`src/rtl/bc_fir_tap_line.sv`:
```
// FIR tap delay line: shifts accepted samples into a TAPS-deep window and
// presents each full window to the downstream FIR with a valid/ready handshake.
module bc_fir_tap_line #(
  parameter int N    = 8,
  parameter int TAPS = 39
) (
  input  logic         clk,
  input  logic         rst_n,
  input  logic         s_valid,
  input  logic [N-1:0] s_data,
  output logic         s_ready,
  input  logic         flush,
  output logic [N-1:0] taps [TAPS-1:0],
  output logic         m_valid,
  input  logic         m_ready,
  output logic [15:0]  win_count
);

  localparam int CW = (TAPS > 1) ? $clog2(TAPS) : 1;

  typedef enum logic {FILL, RUN} state_e;

  state_e          state_q, state_d;
  logic [CW-1:0]   fill_q, fill_d;
  logic            m_valid_q, m_valid_d;
  logic [15:0]     win_count_q, win_count_d;
  logic [N-1:0]    taps_q [TAPS-1:0];
  logic [N-1:0]    taps_d [TAPS-1:0];
  logic            accept, consume;

  always_comb begin
    // In RUN the window may only move once the current one has been taken.
    s_ready     = !flush && ((state_q == FILL) || !m_valid_q || m_ready);
    accept      = s_valid && s_ready;
    consume     = m_valid_q && m_ready && !flush;
    state_d     = state_q;
    fill_d      = fill_q;
    m_valid_d   = m_valid_q;
    win_count_d = win_count_q;
    taps_d      = taps_q;

    if (consume && (win_count_q != 16'hFFFF))
      win_count_d = win_count_q + 16'd1;

    if (flush) begin
      for (int k = 0; k < TAPS; k++) taps_d[k] = '0;
      fill_d    = '0;
      state_d   = FILL;
      m_valid_d = 1'b0;
    end else begin
      if (accept) begin
        taps_d[0] = s_data;
        for (int k = 1; k < TAPS; k++) taps_d[k] = taps_q[k-1];
      end
      case (state_q)
        FILL: begin
          if (accept) begin
            if (fill_q == CW'(TAPS - 1)) begin
              state_d   = RUN;
              m_valid_d = 1'b1;
              fill_d    = '0;
            end else begin
              fill_d = fill_q + CW'(1);
            end
          end
        end
        RUN: begin
          if (accept)       m_valid_d = 1'b1;
          else if (consume) m_valid_d = 1'b0;
        end
        default: state_d = FILL;
      endcase
    end
  end

  always_ff @(posedge clk) begin
    if (!rst_n) begin
      state_q     <= FILL;
      fill_q      <= '0;
      m_valid_q   <= 1'b0;
      win_count_q <= '0;
      for (int k = 0; k < TAPS; k++) taps_q[k] <= '0;
    end else begin
      state_q     <= state_d;
      fill_q      <= fill_d;
      m_valid_q   <= m_valid_d;
      win_count_q <= win_count_d;
      taps_q      <= taps_d;
    end
  end

  assign taps      = taps_q;
  assign m_valid   = m_valid_q;
  assign win_count = win_count_q;

endmodule

```
`config.mk`:
```
export PLATFORM = sky130hd
export DESIGN_NAME = bc_fir_tap_line
export DESIGN_NICKNAME = d
export VERILOG_FILES = /design/src/rtl/bc_fir_tap_line.sv
export SDC_FILE = /design/constraint.sdc
export NUM_CORES = 1
export LEC_CHECK = 0
export CAP_MARGIN = 20
export CORE_AREA = 2 2 162 164
export DETAILED_ROUTE_END_ITERATION = 8
export DIE_AREA = 0 0 164 166
export PLACE_DENSITY = 0.86
export SYNTH_ARGS = -nofsm -noshare
export SYNTH_HDL_FRONTEND = slang
export SYNTH_SLANG_ARGS = --single-unit
```
`constraint.sdc`:
```
create_clock -name clk -period 5.4 [get_ports clk]
set_input_delay 0.81 -clock clk [delete_from_list [all_inputs] [get_ports clk]]
set_output_delay 0.81 -clock clk [all_outputs]
set_load 0.01 [all_outputs]
```
# Word-level counts from Yosys, hierarchy flattened
# Cells that the tools add are included.
[totals]
ff_bits = 336
output_inout_bits = 330
[op_classes]
n_addsub = 2
n_eq_ne = 5
n_mux = 9
bitwise_logic = 2
reduce_logical = 12
[op_table]
columns = ["op", "count"]
rows = [
  ["16-bit by 1-bit adder with 16-bit output (second input constant)", 1],
  ["16-bit != test (second input constant)", 1],
  ["1-bit two-way mux", 7],
  ["6-bit by 1-bit adder with 6-bit output (second input constant)", 1],
  ["6-bit == test (second input constant)", 1],
  ["6-bit two-way mux", 1],
  ["1-bit logical AND", 5],
  ["3-bit by 1-bit != test with 1-bit output (second input constant)", 1],
  ["3-bit AND reduction", 1],
  ["1-bit logical NOT", 2],
  ["1-bit logical OR", 2],
  ["2-bit by 1-bit != test with 1-bit output (second input constant)", 1],
  ["2-bit != test (second input constant)", 1],
  ["1-bit NOT", 2],
  ["1-bit case mux with 2 select lines", 1],
  ["2-bit AND reduction", 1],
  ["2-bit OR reduction", 1],
]

# Logic depth before layout (Yosys ltp)
# Gate-level depths: netlist (run 1).
[depth]
word_depth = 7
mapped_depth = 7
depth_no_buf = 5

# Worst setup path after synthesis (run 1)
# No wires, ideal clock.
[synth_timing]
path_type = "input -> register"
startpoint = "in flush"
endpoint = "reg win_count_q[15] (netlist: win_count[15])"
setup_time_ns = 0.070
arrival_time_ns = 2.118
setup_slack_ns = 3.212
cell_stages = 4
n_path_buf = 0
cell_sequence = "nand3b_4 > or4_4 > or4_1 > a21oi_1"
[synth_between]
elab_chain_cells = 3
[synth_rtl]
columns = ["item", "line_no", "text"]
rows = [
  ["from (decl)", "12", "input logic flush,"],
  ["1-bit logical NOT", "35", "consume = m_valid_q && m_ready && !flush;"],
  ["1-bit logical AND", "35", ""],
  ["1-bit logical AND", "42", "if (consume && (win_count_q != 16'hFFFF))"],
  ["to (signal assigned)", "87", "win_count_q <= win_count_d;"],
  ["to (decl)", "26", "logic [15:0] win_count_q, win_count_d;"],
]
# Every way passes these cells.
# A chain may end at the register's enable or synchronous reset.

# Worst setup path in the final report (run 1)
[layout_timing]
startpoint = "in flush"
endpoint = "out s_ready"
[layout_between]
elab_chain_cells = 2
[layout_rtl]
columns = ["item", "line_no", "text"]
rows = [
  ["1-bit logical NOT", "33", "s_ready = !flush && ((state_q == FILL) || !m_valid_q || m_ready);"],
  ["1-bit logical AND", "33", ""],
  ["to (decl)", "11", "output logic s_ready,"],
]
# Every way passes these cells.

==> summary.md, run 1 <==
| Metric | Value |
|---|---|
| Reg2Reg Depth | 5 |
| Pwr dens | 306 mW/mm² |
| Design area | 0.0165 mm² |
| Hold_sp | taps[191] |
| Worst path max stage delay | 0.53 ns |
| Reg2Reg Setup Slack | 3.21 ns |
| DRT iter0 DRCs | 918 |
| Largest net degree at the start of global routing | 204 |
| Bufs and invs on worst path | 3 |
| Depth of the CTS H-tree | 2 |
| Final period util | 0.551 |
| Placer Congestion | 0.827 |
| Yosys cell types | 34 |
| Leakage | 5.08 nW |
| Die area | 0.0272 mm² |
| Worst r2r src | m_valid |
| Synth warn | 0 |
| RSZ-0062 raised after global routing | false |
| Synth Area per Inst | 7.90 µm² |
| Worst hold slack | 0.460 ns |
| Area growth, synth to finish | 40.0% |
| Final setup viols | 0 |
| CTS tree | yes |
| Slew headroom | 0.326 |
| Worst Setup Path Type | input pin to primary output |
| GRT Util Overall | 0.230 |
| Clock share of power | 0.480 |
| Final setup TNS | 0 ns |
| Synth Register Bits | 336 |
| Worst Tran Pin Value | 1.01 ns |
| Max Clk Rate | 0.336 GHz |
| Diodes inserted | 0 |
| Worst setup EP type | primary output |
| Pre-CTS setup slack | 2.33 ns |
| Total Power | 5.04 mW |
| Initial Util | 0.459 |
| Die height | 166 µm |
| Vias in the first global route | 10425 |
| CTS resizes | 0 |
| First-pass GRT wire length | 51800 µm |
| Worst-Skew Late Latency | 0.51 ns |
| Antenna violation net count after detailed routing | 0 |
| Syn nets | 1505 |
| Post-detail-place hpwl | 20900 µm |
| Logic pwr share | 0.028 |
| Most common cell on crit path | clkdlybuf4s50_1 |
| Placed cell areas | 0.0153 mm² |
| Sequential-to-total area share from yosys stat | 0.572 |
| Maximum root-to-sink buffer count | 3 |
| Min Tclk post-route | 2.97 ns |
| CP max stage cell | clkdlybuf4s50_1 |
| Critical Path AT | 2.16 ns |
| Hold_buf cts | 0 |
| Final Skew | 0.0131 ns |
| Vias | 11084 |
| Final Hold Fails | 0 |
| GR Overflow Total | 0 |
| Pre-antenna DRT Iters | 5 |
| Crit-path max FO | 4 |
| Sw power | 1.07 mW |
| Layout cells sized above 1 | 0.0369 |
| # clock sinks | 336 |
| Clk slew on worst S/H paths | 0.06 ns |
| # Max-Cap Violations | 0 |
| PortBufs | 342 |
| Post-CTS Setup Bufs | 0 |
| Core Footprint | 0.0256 mm² |
| Reg power frac | 0.492 |
| Routed WL per cell | 15.3 µm |
| Fin. max-slew vios | 0 |
| Hold EP | taps[199] |
| Io pins | 343 |
| PnR worst setup slack | 2.43 ns |
| Via-per-instance ratio | 5.22 |
| Commonest cells after routing, fill and taps aside | 631 x nand2_1, 342 x clkdlybuf4s50_1, 336 x dfxtp_1 |
| Gate Count Post-Synth | 1489 |
| Delay-heaviest family, CP | buffers and inverters |
| Critical Path Start | flush |
| Commonest non-fill, non-tap cell in the layout | nand2_1 |
| Final wirelength | 32500 µm |
| CTS root buf | clkbuf_16 |
| Die W | 164 µm |
| Rows | 59 |
| Status | complete, no violations |
| Maximum vdd ir drop | 0.000235 V |
| Synthesized area | 0.0118 mm² |
| Worst Path Required | 4.59 ns |
| Critical Path Stages | 4 |
| Initial antenna violation count | 0 |
| CP Launch Type | input pin |
| FF-to-FF End | taps[185] |
| Total CTS buffers | 35 |
| # DRC | 0 |
| Layout Nets | 1784 |
| Power Internal | 3.97 mW |
| Worst-path cell chain | clkdlybuf4s50_1, inv_1, o21a_1, clkdlybuf4s50_1 |
| Hold WC Path Type | flop to flop |
| Sw frac | 0.212 |
| Hold path cells | 2 |
## sequential cells by signal, summed over array words and instances, names as in the netlist
| name | cells |
|---|---|
| fill_q | 6 |
| m_valid | 1 |
| state_q | 1 |
| taps | 312 |
| win_count | 16 |
## power by group through the flow
| stage | registers [mW] | logic [mW] | clock network [mW] |
|---|---|---|---|
| 3_5_place_dp | 2.54 | 0.140 | 0 |
| 6_report | 2.48 | 0.139 | 2.42 |
| 5_1_grt | 2.48 | 0.152 | 2.56 |
| 4_1_cts | 2.48 | 0.139 | 2.47 |
| 3_3_place_gp | 2.54 | 0.139 | 0 |
| 2_1_floorplan | 2.54 | 0.102 | 0 |
## synth_stat cells
cell / n / area [µm²]
nand2_1: 632 / 2370
dfxtp_1: 336 / 6730
a21oi_1: 328 / 1640
clkbuf_1: 84 / 315
buf_2: 23 / 115
nand4_1: 9 / 56.3
nor2_1: 9 / 33.8
o31ai_1: 9 / 67.6
or4_1: 9 / 67.6
nand3_1: 6 / 30.0
o21ai_0: 6 / 30.0
xor2_1: 5 / 43.8
and3_1: 4 / 25.0
inv_1: 4 / 15.0
or3_1: 4 / 25.0
ha_1: 3 / 37.5
a211oi_1: 1 / 7.51
a311oi_1: 1 / 8.76
a31o_2: 1 / 8.76
a31oi_1: 1 / 6.26
a41o_1: 1 / 10.0
and3b_1: 1 / 8.76
and4_1: 1 / 8.76
nand3b_1: 1 / 7.51
nand3b_4: 1 / 20.0
nor3b_1: 1 / 7.51
nor4_1: 1 / 6.26
o2111ai_1: 1 / 8.76
o211a_1: 1 / 10.0
o211ai_1: 1 / 7.51
o21a_1: 1 / 7.51
or2_2: 1 / 6.26
or4_4: 1 / 11.3
xnor2_1: 1 / 8.76
## worst max path at each step
stage / endpoint / slack, ns
after floorplan: win_count[15] / 3.21
after global placement: taps[90] / 2.44
after detailed placement: taps[41] / 2.33
after CTS: s_ready / 2.44
after global routing: s_ready / 2.39
final: s_ready / 2.43
## worst reg2reg max path, cell delays in order, from the launching register on
cell,delay [ns]
dfxtp_1,0.38
nand2_1,0.14
o211a_4,0.44
buf_12,0.55
nand2_1,0.42
a21oi_1,0.19
## layer usage
metal / global-route usage / vias up / routed length (µm)
met1: 0.266 / 5180 / 12400
met5: 0 / - / 0
met2: 0.383 / 402 / 15500
met4: 0.0969 / 0 / 1400
met3: 0.0817 / 89 / 3140
li1: - / 5413 / -
## kinds of logic after synthesis
logic type / Yosys count / share of synthesized area
AO/OA/AOI/OAI: 352 / 0.154
XOR/XNOR: 6 / 0.00447
adder cells (fa/ha/maj): 3 / 0.00319
buffers and inverters: 111 / 0.0379
flip-flops: 336 / 0.572
AND/OR/NAND/NOR: 681 / 0.228
## stage by stage
stage,cells,utilization
2_1_floorplan,1489,-
3_3_place_gp,2066,0.598
3_5_place_dp,2066,0.598
4_1_cts,2125,0.643
5_1_grt,2125,0.643
6_report,2125,0.643
## area by class of cell
class | instances | area, µm²
clock inverters | 11 | 173
flip-flops and latches | 336 | 6730
repair buffers | 349 | 3540
inverters | 4 | 15.0
fillers | 2040 | 9150
well taps | 335 | 419
clock buffers | 48 | 985
multi-input cells | 1042 | 4610
Note: power is estimated with default switching activity, not from simulation.
==> inputs of run 2 (changes only) <==
==> constraint.sdc (replaced) <==
create_clock -name clk -period 3.05 [get_ports clk]
set_input_delay 0.4575 -clock clk [delete_from_list [all_inputs] [get_ports clk]]
set_output_delay 0.4575 -clock clk [all_outputs]
set_load 0.01 [all_outputs]
==> summary.md, run 2 (same netlist as run 1, synthesis figures left out) <==
| Metric | Value |
|---|---|
| Vias | 11247 (was 11084) |
| CTS resizes | 0 (unchanged) |
| Post-detail-place hpwl | 22200 µm (was 20900 µm) |
| Pre-antenna DRT Iters | 5 (unchanged) |
| Vias in the first global route | 10621 (was 10425) |
| Final period util | 0.736 |
| # clock sinks | 336 (unchanged) |
| Largest net degree at the start of global routing | 138 (was 204) |
| Total CTS buffers | 36 (was 35) |
| Status | complete, no violations (unchanged) |
| Pwr dens | 548 mW/mm² (was 306 mW/mm²) |
| Commonest non-fill, non-tap cell in the layout | nand2_1 (unchanged) |
| Antenna violation net count after detailed routing | 0 (unchanged) |
| Worst setup EP type | primary output (unchanged) |
| DRT iter0 DRCs | 1097 (was 918) |
| Initial antenna violation count | 0 (unchanged) |
| Hold WC Path Type | flop to flop (unchanged) |
| GRT Util Overall | 0.236 (was 0.230) |
| CTS root buf | clkbuf_16 (unchanged) |
| Reg2Reg Setup Slack | 0.96 ns (was 3.21 ns) |
| Die area | 0.0272 mm² (unchanged) |
| Max reg flops | 312 (unchanged) |
| Worst Path Required | 2.59 ns (was 4.59 ns) |
| Die W | 164 µm (unchanged) |
| Min Tclk post-route | 2.25 ns |
| Final setup viols | 0 (unchanged) |
| Worst Tran Pin Value | 0.610 ns (was 1.01 ns) |
| Maximum vdd ir drop | 0.000462 V (was 0.000235 V) |
| RSZ-0062 raised after global routing | false (unchanged) |
| Leakage | 5.23 nW (was 5.08 nW) |
| Layout Nets | 1802 (was 1784) |
| Io pins | 343 (unchanged) |
| Final Hold Fails | 0 (unchanged) |
| Critical Path Sink | s_ready (unchanged) |
| Crit-path max FO | 4 (unchanged) |
| Max Clk Rate | 0.445 GHz |
| Commonest cells after routing, fill and taps aside | 631 x nand2_1, 342 x clkdlybuf4s50_1, 336 x dfxtp_1 (unchanged) |
| Critical Path AT | 1.79 ns (was 2.16 ns) |
| Final wirelength | 33600 µm (was 32500 µm) |
| Area growth, synth to finish | 42.6% (was 40.0%) |
| Routed WL per cell | 15.7 µm (was 15.3 µm) |
| # Max-Cap Violations | 0 (unchanged) |
| Post-CTS Setup Bufs | 0 (unchanged) |
| Depth of the CTS H-tree | 2 (unchanged) |
| Via-per-instance ratio | 5.24 (was 5.22) |
| GR Overflow Total | 0 (unchanged) |
| Area of the multi-input gates | 0.00461 mm² (unchanged) |
| CP Launch Type | input pin (unchanged) |
| Die height | 166 µm (unchanged) |
| Worst Setup Path Type | input pin to primary output (unchanged) |
| Initial Util | 0.459 (unchanged) |
| Maximum root-to-sink buffer count | 3 (unchanged) |
| Clk slew on worst S/H paths | 0.06 ns (about the same) |
| Layout cells sized above 1 | 0.0491 (was 0.0369) |
| Register area | 0.00673 mm² (unchanged) |
| Worst r2r src | m_valid (unchanged) |
| CTS tree | yes (unchanged) |
| PortBufs | 342 (unchanged) |
| Diodes inserted | 0 (unchanged) |
| Placer Congestion | 0.835 (was 0.827) |
| Total Power | 9.19 mW (was 5.04 mW) |
| Worst-Skew Late Latency | 0.52 ns (was 0.51 ns) |
| Rows | 59 (unchanged) |
| Critical Path Start | flush (unchanged) |
| Final-layout fill cell count | 1940 (was 2040) |
| Fin. max-slew vios | 0 (unchanged) |
| First-pass GRT wire length | 53100 µm (was 51800 µm) |
| # DRC | 0 (unchanged) |
| Core Footprint | 0.0256 mm² (unchanged) |
| Final setup TNS | 0 ns (unchanged) |
| Hold_buf cts | 0 (unchanged) |
| Reg2Reg Depth | 6 (was 5) |
| Slew headroom | 0.593 (was 0.326) |
| FF-to-FF End | taps[153] (was taps[185]) |
| Final Skew | 0.0289 ns (was 0.0131 ns) |
run 2: area by class of cell:
class | instances | area share
sequential | 336 | 0.401
multi-input combinational | 1042 | 0.275
timing repair buffer | 366 | 0.223
clock buffer | 54 | 0.0662
tap | 335 | 0.0250
clock inverter | 10 | 0.00880
inverter | 4 | 0.000895
run 2: report_power, final:
group          switching [mW]  internal (mW)
logic                   0.216         0.0668
registers             0.00362           4.39
clock network            1.73           2.78
run 2: metal layers:
metal  global-route usage  share of wire  vias to the layer above
met4               0.0953          0.040                        0
met5                    0              0                        -
met3               0.0782          0.096                      102
li1                     -              -                     5450
met1                0.267           0.38                     5258
met2                0.407           0.48                      437
run 2: how the worst min path moves through the flow:
stage / startpoint / endpoint / slack (ns) / cells after the start
finish: taps[309] / taps[309] / 0.45 / 2
global route: taps[311] / taps[311] / 0.47 / 2
CTS: taps[309] / taps[309] / 0.45 / 2
detailed placement: taps[309] / taps[309] / 0.45 / 2
global placement: taps[310] / taps[310] / 0.44 / 2
floorplan: taps[304] / taps[304] / 0.48 / 2
run 2: through the flow:
step	instances	instance area [µm²]	worst slack, ns	utilization	hold WS [ns]
6_report	2147	16800	0.804	0.655	0.453
5_1_grt	2147	16800	0.733	0.655	0.473
4_1_cts	2147	16800	0.783	0.655	0.454
3_5_place_dp	2083	15500	0.534	0.606	0.446
3_3_place_gp	2083	15500	0.569	0.606	0.442
2_1_floorplan	1489	11800	1.21	-	0.481
run 2: critical path: stages:
cell and delay (ns):
clkdlybuf4s50_1 0.46, inv_1 0.19, o21a_1 0.15, clkdlybuf4s50_1 0.53
